--- src/rtl/sorted_muon_serializer.sv ---
// Sorted-frame serializer: ping-pong buffers the top NOUT muons of each frame
// and streams them one per cycle with first/last markers.
package muon_pkg;
    typedef struct packed {
        logic [8:0] pt;
        logic [8:0] eta;
        logic [9:0] phi;
        logic [3:0] qual;
    } muon_t;
endpackage

module sorted_muon_serializer
    import muon_pkg::*;
#(
    parameter int WIDTH = 16,
    parameter int NOUT  = 8,
    parameter int CNT_W = 16,
    localparam int IDX_W = (NOUT > 1) ? $clog2(NOUT) : 1
) (
    input  logic                   clk,
    input  logic                   rst,
    input  logic                   in_valid,
    input  muon_t [0:WIDTH-1]      m,
    output logic                   in_ready,
    output logic                   out_valid,
    input  logic                   out_ready,
    output muon_t                  out_muon,
    output logic [IDX_W-1:0]       out_idx,
    output logic                   out_first,
    output logic                   out_last,
    output logic [CNT_W-1:0]       drop_cnt
);

    localparam logic [0:0] S_IDLE = 1'b0;
    localparam logic [0:0] S_SEND = 1'b1;
    localparam logic [IDX_W-1:0] LAST_IDX = IDX_W'(NOUT - 1);

    logic [0:0]       r_state;
    logic [1:0]       r_full;
    logic             r_wr;
    logic             r_rd;
    logic [IDX_W-1:0] r_idx;
    logic [CNT_W-1:0] r_drop;
    muon_t            r_buf [2][NOUT];

    logic       w_send;
    logic       w_hs;
    logic       w_last;
    logic       w_free;
    logic       w_cap;
    logic       w_drop;
    logic [1:0] w_full_nxt;
    logic       w_rd_nxt;

    assign w_send = (r_state == S_SEND);
    assign w_hs   = w_send & out_ready;
    assign w_last = (r_idx == LAST_IDX);
    assign w_free = w_hs & w_last;

    // A buffer drained at this edge can take the incoming frame at the same edge.
    assign in_ready = ~(&r_full) | w_free;
    assign w_cap    = in_valid & in_ready;
    assign w_drop   = in_valid & ~in_ready;

    always_comb begin
        w_full_nxt = r_full;
        if (w_free) w_full_nxt[r_rd] = 1'b0;
        if (w_cap)  w_full_nxt[r_wr] = 1'b1;
        w_rd_nxt = r_rd ^ w_free;
    end

    always_ff @(posedge clk) begin
        if (rst) begin
            r_state <= S_IDLE;
            r_full  <= 2'b00;
            r_wr    <= 1'b0;
            r_rd    <= 1'b0;
            r_idx   <= '0;
            r_drop  <= '0;
        end else begin
            // Stay in SEND across frames whenever the next read buffer is loaded.
            r_state <= w_full_nxt[w_rd_nxt] ? S_SEND : S_IDLE;
            r_full  <= w_full_nxt;
            r_rd    <= w_rd_nxt;
            if (w_cap) r_wr <= ~r_wr;
            if (w_hs)  r_idx <= w_last ? '0 : r_idx + 1'b1;
            if (w_drop && (r_drop != '1)) r_drop <= r_drop + 1'b1;
        end
    end

    always_ff @(posedge clk) begin
        if (w_cap) begin
            for (int i = 0; i < NOUT; i++) begin
                r_buf[r_wr][i] <= m[i];
            end
        end
    end

    assign out_valid = w_send;
    assign out_muon  = w_send ? r_buf[r_rd][r_idx] : '0;
    assign out_idx   = r_idx;
    assign out_first = w_send & (r_idx == '0);
    assign out_last  = w_send & w_last;
    assign drop_cnt  = r_drop;

endmodule
--- config.mk ---
export PLATFORM = sky130hd
export DESIGN_NAME = sorted_muon_serializer
export DESIGN_NICKNAME = d
export VERILOG_FILES = /design/src/rtl/sorted_muon_serializer.sv
export SDC_FILE = /design/constraint.sdc
export NUM_CORES = 1
export LEC_CHECK = 0
export ABC_CLOCK_PERIOD_IN_PS = 29100
export CAP_MARGIN = 20
export CORE_AREA = 10 10 217 219
export DETAILED_ROUTE_END_ITERATION = 10
export DIE_AREA = 0 0 227 229
export PLACE_DENSITY = 0.81
export SYNTH_ARGS = -nofsm -noshare
export SYNTH_HDL_FRONTEND = slang
export SYNTH_SLANG_ARGS = --single-unit
export TNS_END_PERCENT = 10
--- constraint.sdc ---
create_clock -name clk -period 29.1 [get_ports clk]
set_input_delay 7.275 -clock clk [delete_from_list [all_inputs] [get_ports clk]]
set_output_delay 7.275 -clock clk [all_outputs]
set_load 0.005 [all_outputs]
Word-level counts from Yosys, hierarchy flattened

Memory sizes are Yosys's and may differ from the RTL's. A register that Yosys moved wholly into a read port is not among the register bits.
Cells that the tools add are included.

Output and inout port bits: 55
RAM bits: 512
Register bits: 24
Bits in read-only memories: 0
Logic and storage cells: 54
Bits in latches: 0
Bits of input ports: 516
Memories kept: 1

Multipliers: 0
Add/sub/neg operators: 2
Reduce and logical (&&, ||, !) cells: 5
Equality and inequality tests: 2
Bitwise gates (word level): 15
Shifts and indexed selects: 0
Muxes and demuxes: 17
Order comparisons: 6
Divide/modulo/power cells: 0

Memories:

| memory | words | width | rd ports | clocked after memory_dff | write ports | line | source |
|---|---|---|---|---|---|---|---|
| r_buf  | 2     | 256   | 1        | 1                        | 1           | 44   | `muon_t r_buf [2][NOUT];` |

Operator list:

| cell                  | count |
|---|---|
| $bmux 32 s3           | 1 |
| $mux 32               | 3 |
| $add 16x1->16 const B | 1 |
| $ne 16x16->1 const B  | 1 |
| $mux 1                | 8 |
| $and 1x1->1           | 6 |
| $lt 1x2->1 const B    | 3 |
| $ge 4x4->1 const B    | 1 |
| $mux 2                | 2 |
| $not 3->4             | 1 |
| $add 3x1->3 const B   | 1 |
| $eq 3x3->1 const B    | 1 |
| $logic_and 1x1->1     | 3 |
| $logic_not 3->1       | 1 |
| $mux 3                | 1 |
| $not 1->1             | 3 |
| $and 2x2->2           | 1 |
| $demux 1 s1           | 2 |
| $ge 1x1->1 const B    | 2 |
| $not 2->2             | 1 |
| $or 2x2->2            | 1 |
| $reduce_and 2->1      | 1 |
| $or 1x1->1            | 1 |
| $xor 1x1->1           | 1 |

Longest topological paths before layout

Gate-level depths: netlist (run 1).

Depth after elaboration: 12
Gate-level depth with buffers: 7
Mapped depth without buffers: 6

Worst setup path before layout (run 1)

Ideal clock, no wire load.

Path kind: input -> register
Start point: input out_ready
End point: memory r_buf[0][0] in the netlist's numbering (enable)
Library setup time: 878 ps
Arrival time: 18243 ps
Required time: 28222 ps
Path buffers: 0
Stages: 3
Setup slack: 9979 ps
Path through: and3_1 > o21ai_0 > nor2_1

Cells in the longest elaborated chain, start to end: 6

Ends and longest elaborated chain:

| element                      | line | source |
|---|---|---|
| start: declaration           | 26   | `input logic out_ready,` |
| $and 1x1->1                  | 56   | `assign w_hs = w_send & out_ready;` |
| $and 1x1->1                  | 58   | `assign w_free = w_hs & w_last;` |
| $or 1x1->1                   | 61   | `assign in_ready = ~(&r_full) \| w_free;` |
| $and 1x1->1                  | 62   | `assign w_cap = in_valid & in_ready;` |
| $mux 1                       | 92   | `if (w_cap) begin` |
| $mux 1 (not written as such) | 94   | `r_buf[r_wr][i] <= m[i];` |
| end: declaration             | 44   |  |

No other way between the ends.

Final worst setup path (run 1)

Start point: input out_ready
End point: output in_ready

Cells in the longest elaborated chain, start to end: 3

Ends and longest elaborated chain:

| element          | line | source |
|---|---|---|
| $and 1x1->1      | 56   |  |
| $and 1x1->1      | 58   |  |
| $or 1x1->1       | 61   |  |
| end: declaration | 24   | `output logic in_ready,` |

No other way between the ends.

==> results.txt, run 1 <==
----------------------------------------------------
[Routing]
  Via Count ... around 11000
  First-pass iteration count of the detailed router ... 5
  Post-route antenna net violation count ... 0
  Residual DRC ... 0
  Via-per-instance ratio ... between 5 and 6
  Iter 0 DRT Violations ... ~1100
  Average wire length per cell after detail routing ... 25.88 um
  Final wirelength ... 48080 um

[Layout]
  Number of non-filler instances in the completed layout ... around 1900
  Layout filler cell count ... roughly 2900
  Fraction of final layout cells sized beyond drive strength 1 ... 0.1802
  Total number of nets in the final design ... 1782
  Finished layout cell area ... between 20000 and 30000 um2
  Area overhead of the layout relative to synthesis ... 26.16%

[Power]
  Part of the total power dissipated in sequential elements ... 0.535
  Power density relative to cell area ... approximately 66 nW/um2
  Internal cell power ... between 1 and 1.5 mW
  Fraction of power consumed by combinational cells ... 0.078
  Share of power burned in the clock network ... 0.387
  Largest vdd supply drop ... ~0.000056 V
  Net Sw Power ... ~0.36 mW
  Sw Share ... 0.2093
  Static power due to leakage ... just under 9 nW

[Timing]
  Crit share post-route ... 0.5515
  Hold_ws ... between 0.5 and 0.6 ns
  Maximum achievable frequency ... around 0.062 GHz
  Unrepaired setup endpoints after global routing ... false
  Final Hold Viols ... 0
  Max-slew headroom ... 0.3202
  Tightest Pin Transition ... 1.020 ns
  Worst setup slack after layout ... ~13 ns
  Pins over their slew limit ... 0
  Final-layout setup total negative slack ... 0 ns
  Min Tclk post-route ... ~16 ns
  Clock Skew ... ~0.017 ns
  Number of failing setup endpoints in the final timing report ... 0

[CTS]
  Num Clock Sinks ... between 500 and 600
  Clock buffer depth ... 3
  Number of buffers inserted during clock tree synthesis ... 52
  Worst-path clk slew ... about 0.060 ns
  Buffer type at the clock tree root ... sky130_fd_sc_hd__clkbuf_16
  Worst skew pair latency ... ~0.6 ns
  Post-CTS setup buffer count ... 0
  Hold Buf Count CTS ... 0
  Clock tree from TritonCTS ... built
  H-Tree Level Count ... 2
  Count of cells resized by post-cts repair ... 0

[GRT]
  Antenna violations before repair ... 20
  Maximum number of pins on one net before global-route repair ... 87
  Wire length of the first global-routing pass ... approximately 72000 um
  Total grt overflow ... 0
  Number of global-route vias before repair ... around 11000
  Aggregate global-route resource usage ... 0.1850

[Outcome]
  Outcome ... complete, no violations

[Setup path]
  Launching element type of the critical path ... input port
  CP Data Required Time ... ~22 ns
  Peak fanout along the critical path ... 5
  Critical path capture point type ... primary output
  Critical path start-end classification ... in -> out
  Crit path DAT ... between 8 and 9 ns

[Logic synthesis]
  Post-Synthesis Cells ... approximately 930
  Count of synthesis-stage warnings from yosys ... 0
  Register area share after synthesis ... 0.7680
  Average footprint of a synthesized cell ... 22.18 um2
  Distinct cells, synth ... between 40 and 50
  Nets in the synthesized netlist ... approximately 1500
  Mapped Area ... a little over 20000 um2
  #FFs+latches synth ... 536

[Floorplanning]
  Ports ... between 500 and 600
  Effective utilization at floorplan ... 0.4836
  Die Wd ... 227 um
  Core region area ... between 40000 and 50000 um2
  Die Ht ... about 230 um
  Die Footprint ... 51980 um2
  FP Rows ... 76

[Hold path]
  Class of the tightest hold or removal check ... reg -> reg

[Placed design]
  Post-Place Worst Slack ... roughly 13 ns
  Gp weighted congestion ... between 0.7 and 0.8
  Total of buffers placed on input and output ports ... 314
  Detailed placement HPWL ... roughly 32000 um
  # placed instances ... 1753
  Cell area after placement ... between 20000 and 25000 um2

[Flow run]
  Max_cap viols ... 0

----------------------------------------------------
## critical path, cell delays in order
cell                              delay [ns]
sky130_fd_sc_hd__clkdlybuf4s50_1        0.54
sky130_fd_sc_hd__nand3_1                0.20
sky130_fd_sc_hd__nand3_1                0.18
sky130_fd_sc_hd__clkdlybuf4s50_1        0.58
## cells by family (layout without fill, tap and decap cells)
logic type	Yosys count	after routing	synth area share
other	0	8	0
XOR/XNOR	3	3	0.001273
AO/OA/AOI/OAI	68	68	0.02012
adder cells (fa/ha/maj)	4	4	0.002424
AND/OR/NAND/NOR	66	66	0.02024
multiplexers	196	196	0.1727
flip-flops	536	536	0.7680
buffers and inverters	58	431	0.01527
## layout make-up
type | count | area [um2] | share of cell area
multi-input combinational | 337 | 4493 | 0.1725
clock buffer | 64 | 1366 | 0.05246
timing repair buffer | 329 | 3276 | 0.1258
sequential | 536 | 15860 | 0.6090
inverter | 6 | 25.02 | 0.0009608
tap | 546 | 683.2 | 0.02623
antenna | 8 | 20.02 | 0.0007686
clock inverter | 32 | 320.3 | 0.01230
## path summary, 6_finish.rpt
check | startpoint | end | slack [ns] | cells past startpoint
worst max-delay path | out_ready | in_ready | 13.05 | 4
worst min-delay path | drop_cnt[15] | drop_cnt[15] | 0.52 | 2
worst max register to register | out_idx[0] | r_buf[1][204] | 24.04 | 8
worst min register to register | drop_cnt[15] | drop_cnt[15] | 0.52 | 2
## cells in the mapped netlist, drive strengths merged
| cell type | instances | area share |
|---|---|---|
| edfxtp | 512 | 0.74 |
| mux4 | 128 | 0.14 |
| mux2i | 66 | 0.032 |
| buf | 35 | 0.011 |
| o22ai | 33 | 0.010 |
| dfxtp | 24 | 0.023 |
| a21oi | 17 | 0.0041 |
| clkbuf | 16 | 0.0029 |
| nand2 | 12 | 0.0023 |
| o31ai | 11 | 0.0040 |
| or4 | 10 | 0.0036 |
| nor2 | 9 | 0.0016 |
| and3 | 7 | 0.0021 |
| nand3 | 7 | 0.0017 |
| inv | 6 | 0.0011 |
| nand4 | 6 | 0.0032 |
| o21ai | 5 | 0.0012 |
| ha | 4 | 0.0024 |
| nand2b | 3 | 0.00091 |
| and2 | 2 | 0.00061 |
| mux2 | 2 | 0.0011 |
| nor2b | 2 | 0.00061 |
| nor4 | 2 | 0.00061 |
| nor4b | 2 | 0.0016 |
| or3 | 2 | 0.00073 |
| xnor2 | 2 | 0.00085 |
| a22oi | 1 | 0.00036 |
| dlygate4sd1 | 1 | 0.00042 |
| nor3 | 1 | 0.00024 |
| o2111ai | 1 | 0.00042 |
| or3b | 1 | 0.00042 |
| xor2 | 1 | 0.00042 |
## flip-flops by register name (all words and copies together) (netlist names)
name and count:
r_buf 512, out_idx 3, r_rd 1, r_wr 1, r_full 2, out_valid 1
drop_cnt 16
## power groups by stage
stage               sequential (mW)  combinational (mW)  clock (mW)
finish                        0.915               0.133       0.662
global route                  0.919               0.144       0.706
detailed placement            0.932               0.133           0
CTS                           0.916               0.135       0.677
global placement              0.927               0.130           0
floorplan                     0.942              0.0619           0
## metrics by stage
stage | utilization | total power, mW
after detailed placement | 0.5694 | 1.065
after CTS | 0.6089 | 1.727
after global placement | 0.5694 | 1.057
after global routing | 0.6098 | 1.768
final | 0.6100 | 1.711
after floorplan | - | 1.004
## layer usage
metal / GRT usage / routed length [um]
met5: 0 / 147
met4: 0.06582 / 1074
met3: 0.06901 / 4947
met2: 0.2845 / 22840
met1: 0.2376 / 19060
## cell usage in the layout, fill, tap and decap left out, drive strengths merged, types with 3 or more instances in the layout
cell type / count
buf: 15
ha: 4
clkinvlp: 4
or4: 10
inv: 9
a21oi: 17
clkbuf: 64
mux2i: 66
nand2b: 3
nor2: 9
bufinv: 5
edfxtp: 512
clkinv: 20
clkdlybuf4s50: 314
nand2: 12
diode: 8
nand3: 7
o31ai: 11
dfxtp: 24
mux4: 128
o21ai: 5
nand4: 6
and3: 7
o22ai: 33
No activity file was read; power rests on OpenSTA's default activity.
==> run 2, diff against run 1 <==
ABC_CLOCK_PERIOD_IN_PS = 15800   (was 29100)
CORE_AREA = not set   (was 10 10 217 219)
CORE_MARGIN = 10   (was not set)
CORE_UTILIZATION = 48   (was not set)
DIE_AREA = not set   (was 0 0 227 229)
clock period = 15.8 ns   (was 29.1 ns; I/O delays follow)
==> run 2 against run 1 <==
  * Register-to-register slack got worse by 14 ns
  * Sequential share of layout area grew 0.33 points
  * Power increased by 80%
  * Clock-buffer cell count rose by 2
  * Cell area fell by 0.53%
  * Via count rose by 0.93%
  * Clock power rose by 72%
  * Critical path type unchanged
  * Sequential power increased by 85%
  * Core utilization is 0.35 points higher
  * Wire length rose by 0.97%
==> results.txt, run 2 (synthesis gave the netlist of run 1 again) <==
----------------------------------------------------
[GRT]
  Met3 track utilization from global routing ... 0.07283
  Aggregate global-route resource usage ... 0.1858
  Antenna violations before repair ... 25
  Most used routing layer in global routing ... met2
  Total grt overflow ... 0
  Number of global-route vias before repair ... 11510
  Wire length of the first global-routing pass ... roughly 72000 um
  Maximum number of pins on one net before global-route repair ... 153
  Met1 routing resource usage after global routing ... 0.2372
  Met2 Resource Use GR ... 0.2864

[Setup path]
  Number of cell instances on the worst register-to-register path ... 8
  Levels on crit path ... 4
  Crit path buffers/inverters ... 2
  Peak fanout along the critical path ... 5
  Critical path start-end classification ... in -> out
  Critical path capture point type ... primary output
  Crit-path leading delay family ... buffers and inverters
  Chain of cells forming the critical path ... clkdlybuf4s50_1 > nand3_1 > nand3_1 > clkdlybuf4s50_1
  Critical-path cell with the highest stage delay ... sky130_fd_sc_hd__clkdlybuf4s50_1
  Crit path DAT ... about 5.6 ns
  Maximum cell stage delay along the critical path ... ~0.6 ns
  Launching element type of the critical path ... input port
  CP Data Required Time ... around 12 ns

[CTS]
  H-Tree Level Count ... 2
  Clock tree from TritonCTS ... built
  Hold Buf Count CTS ... 0
  Number of buffers inserted during clock tree synthesis ... 52
  Worst-path clk slew ... about 0.06 ns
  Clock buffer depth ... 3
  Count of cells resized by post-cts repair ... 0
  Num Clock Sinks ... between 500 and 600
  Worst skew pair latency ... about 0.6 ns
  Buffer type at the clock tree root ... sky130_fd_sc_hd__clkbuf_16
  Post-CTS setup buffer count ... 0

[Flow run]
  Max_cap viols ... 0

[Floorplanning]
  Ports ... about 570
  Effective utilization at floorplan ... 0.4889
  Die Ht ... between 200 and 250 um
  Die Footprint ... a little over 50000 um2
  Die Wd ... 227.4 um
  Core region area ... about 42000 um2
  FP Rows ... between 70 and 80

[Timing]
  Pins over their slew limit ... 0
  Clock Skew ... roughly 0.014 ns
  Crit share post-route ... 0.6010
  Max-slew headroom ... 0.2589
  Min Tclk post-route ... 9.496 ns
  Number of failing setup endpoints in the final timing report ... 0
  Final-layout setup total negative slack ... 0 ns
  Maximum achievable frequency ... about 0.11 GHz
  Final Hold Viols ... 0
  Tightest Pin Transition ... roughly 1.1 ns
  Unrepaired setup endpoints after global routing ... false

[Outcome]
  Outcome ... complete, no violations

[Routing]
  First-pass iteration count of the detailed router ... 5
  Post-route antenna net violation count ... 0
  Iter 0 DRT Violations ... 1037
  Average wire length per cell after detail routing ... approximately 26 um
  Via-per-instance ratio ... 5.839
  Final wirelength ... between 40000 and 50000 um
  Via Count ... around 11000
  Residual DRC ... 0

[Placed design]
  Total of buffers placed on input and output ports ... 314
  Detailed placement HPWL ... 31060 um
  # placed instances ... around 1700
  Gp weighted congestion ... 0.7945

[Hold path]
  Class of the tightest hold or removal check ... reg -> reg
  Hold Path Depth ... 2

[Layout]
  Top reg by flops ... r_buf
  Leading cell types in the layout, fill and taps excluded ... 512 x sky130_fd_sc_hd__edfxtp_1, 314 x sky130_fd_sc_hd__clkdlybuf4s50_1, 128 x sky130_fd_sc_hd__mux4_2
  Fraction of final layout cells sized beyond drive strength 1 ... 0.1710
  Area overhead of the layout relative to synthesis ... 25.48%
  Number of non-filler instances in the completed layout ... ~1800
  Most common cell after layout, fill and taps aside ... sky130_fd_sc_hd__edfxtp_1
  Total number of nets in the final design ... 1780
  Number of flip-flops in the largest register ... 512

[Power]
  Power density relative to cell area ... approximately 120 nW/um2
  Static power due to leakage ... around 8.7 nW
  Largest vdd supply drop ... a little under 0.0001 V

----------------------------------------------------
## run 2: cell count changes in the layout (fill, tap and decap cells not counted), moves of 3 or more
| cell | delta |
|---|---|
| sky130_fd_sc_hd__clkinv_1 | +4 |
| sky130_fd_sc_hd__clkinvlp_4 | -4 |
| sky130_fd_sc_hd__diode_2 | +4 |
| sky130_fd_sc_hd__buf_4 | -3 |
| sky130_fd_sc_hd__bufinv_16 | -3 |
| sky130_fd_sc_hd__clkbuf_1 | +3 |
## run 2: layout make-up
| type | instances | area [um2] |
|---|---|---|
| multi-input combinational | 337 | 4493 |
| tap | 539 | 674.4 |
| clock buffer | 66 | 1375 |
| fill | 2898 | 16320 |
| timing repair buffer | 327 | 3273 |
| sequential | 536 | 15860 |
| clock inverter | 26 | 173.9 |
| inverter | 6 | 25.02 |
| antenna | 12 | 30.03 |
## run 2: worst register-to-register path: stages, from the launching register on
cell	delay [ns]
sky130_fd_sc_hd__dfxtp_4	0.69
sky130_fd_sc_hd__buf_4	0.81
sky130_fd_sc_hd__ha_1	0.38
sky130_fd_sc_hd__ha_1	0.27
sky130_fd_sc_hd__nand3_1	0.23
sky130_fd_sc_hd__nand3_1	0.20
sky130_fd_sc_hd__and3_4	0.63
sky130_fd_sc_hd__buf_4	0.90
sky130_fd_sc_hd__buf_4	0.97
## run 2: stage by stage
stage                     instance area, um2    util  setup slack, ns  total power [mW]  hold WS [ns]
after floorplan                        20650       -         0.003990             1.850        0.4808
after global placement                 24300  0.5755            6.352             1.948        0.4998
after detailed placement               24300  0.5755            6.332             1.963        0.5048
after CTS                              25850  0.6121            6.327             3.102        0.5132
after global routing                   25890  0.6131            6.260             3.179        0.5354
final                                  25910  0.6135            6.304             3.074        0.5157
## run 2: routing by layer
| metal | wire length, um | vias up |
|---|---|---|
| met5 | 186 | - |
| met1 | 18760 | 5565 |
| met4 | 1255 | 28 |
| met2 | 23120 | 462 |
| li1 | - | 4635 |
| met3 | 5220 | 107 |
## run 2: path summary, 6_finish.rpt
check,startpoint,to,slack [ns]
worst max register to register,out_idx[0],r_buf[1][233],10.31
worst min register to register,drop_cnt[1],drop_cnt[1],0.52
worst min-delay path,drop_cnt[1],drop_cnt[1],0.52
worst max-delay path,out_ready,in_ready,6.30
## run 2: report_power, final
part / switching [mW] / internal [mW] / total, mW
Sequential: 0.0248 / 1.66 / 1.69
Clock: 0.497 / 0.644 / 1.14
Combinational: 0.116 / 0.130 / 0.246
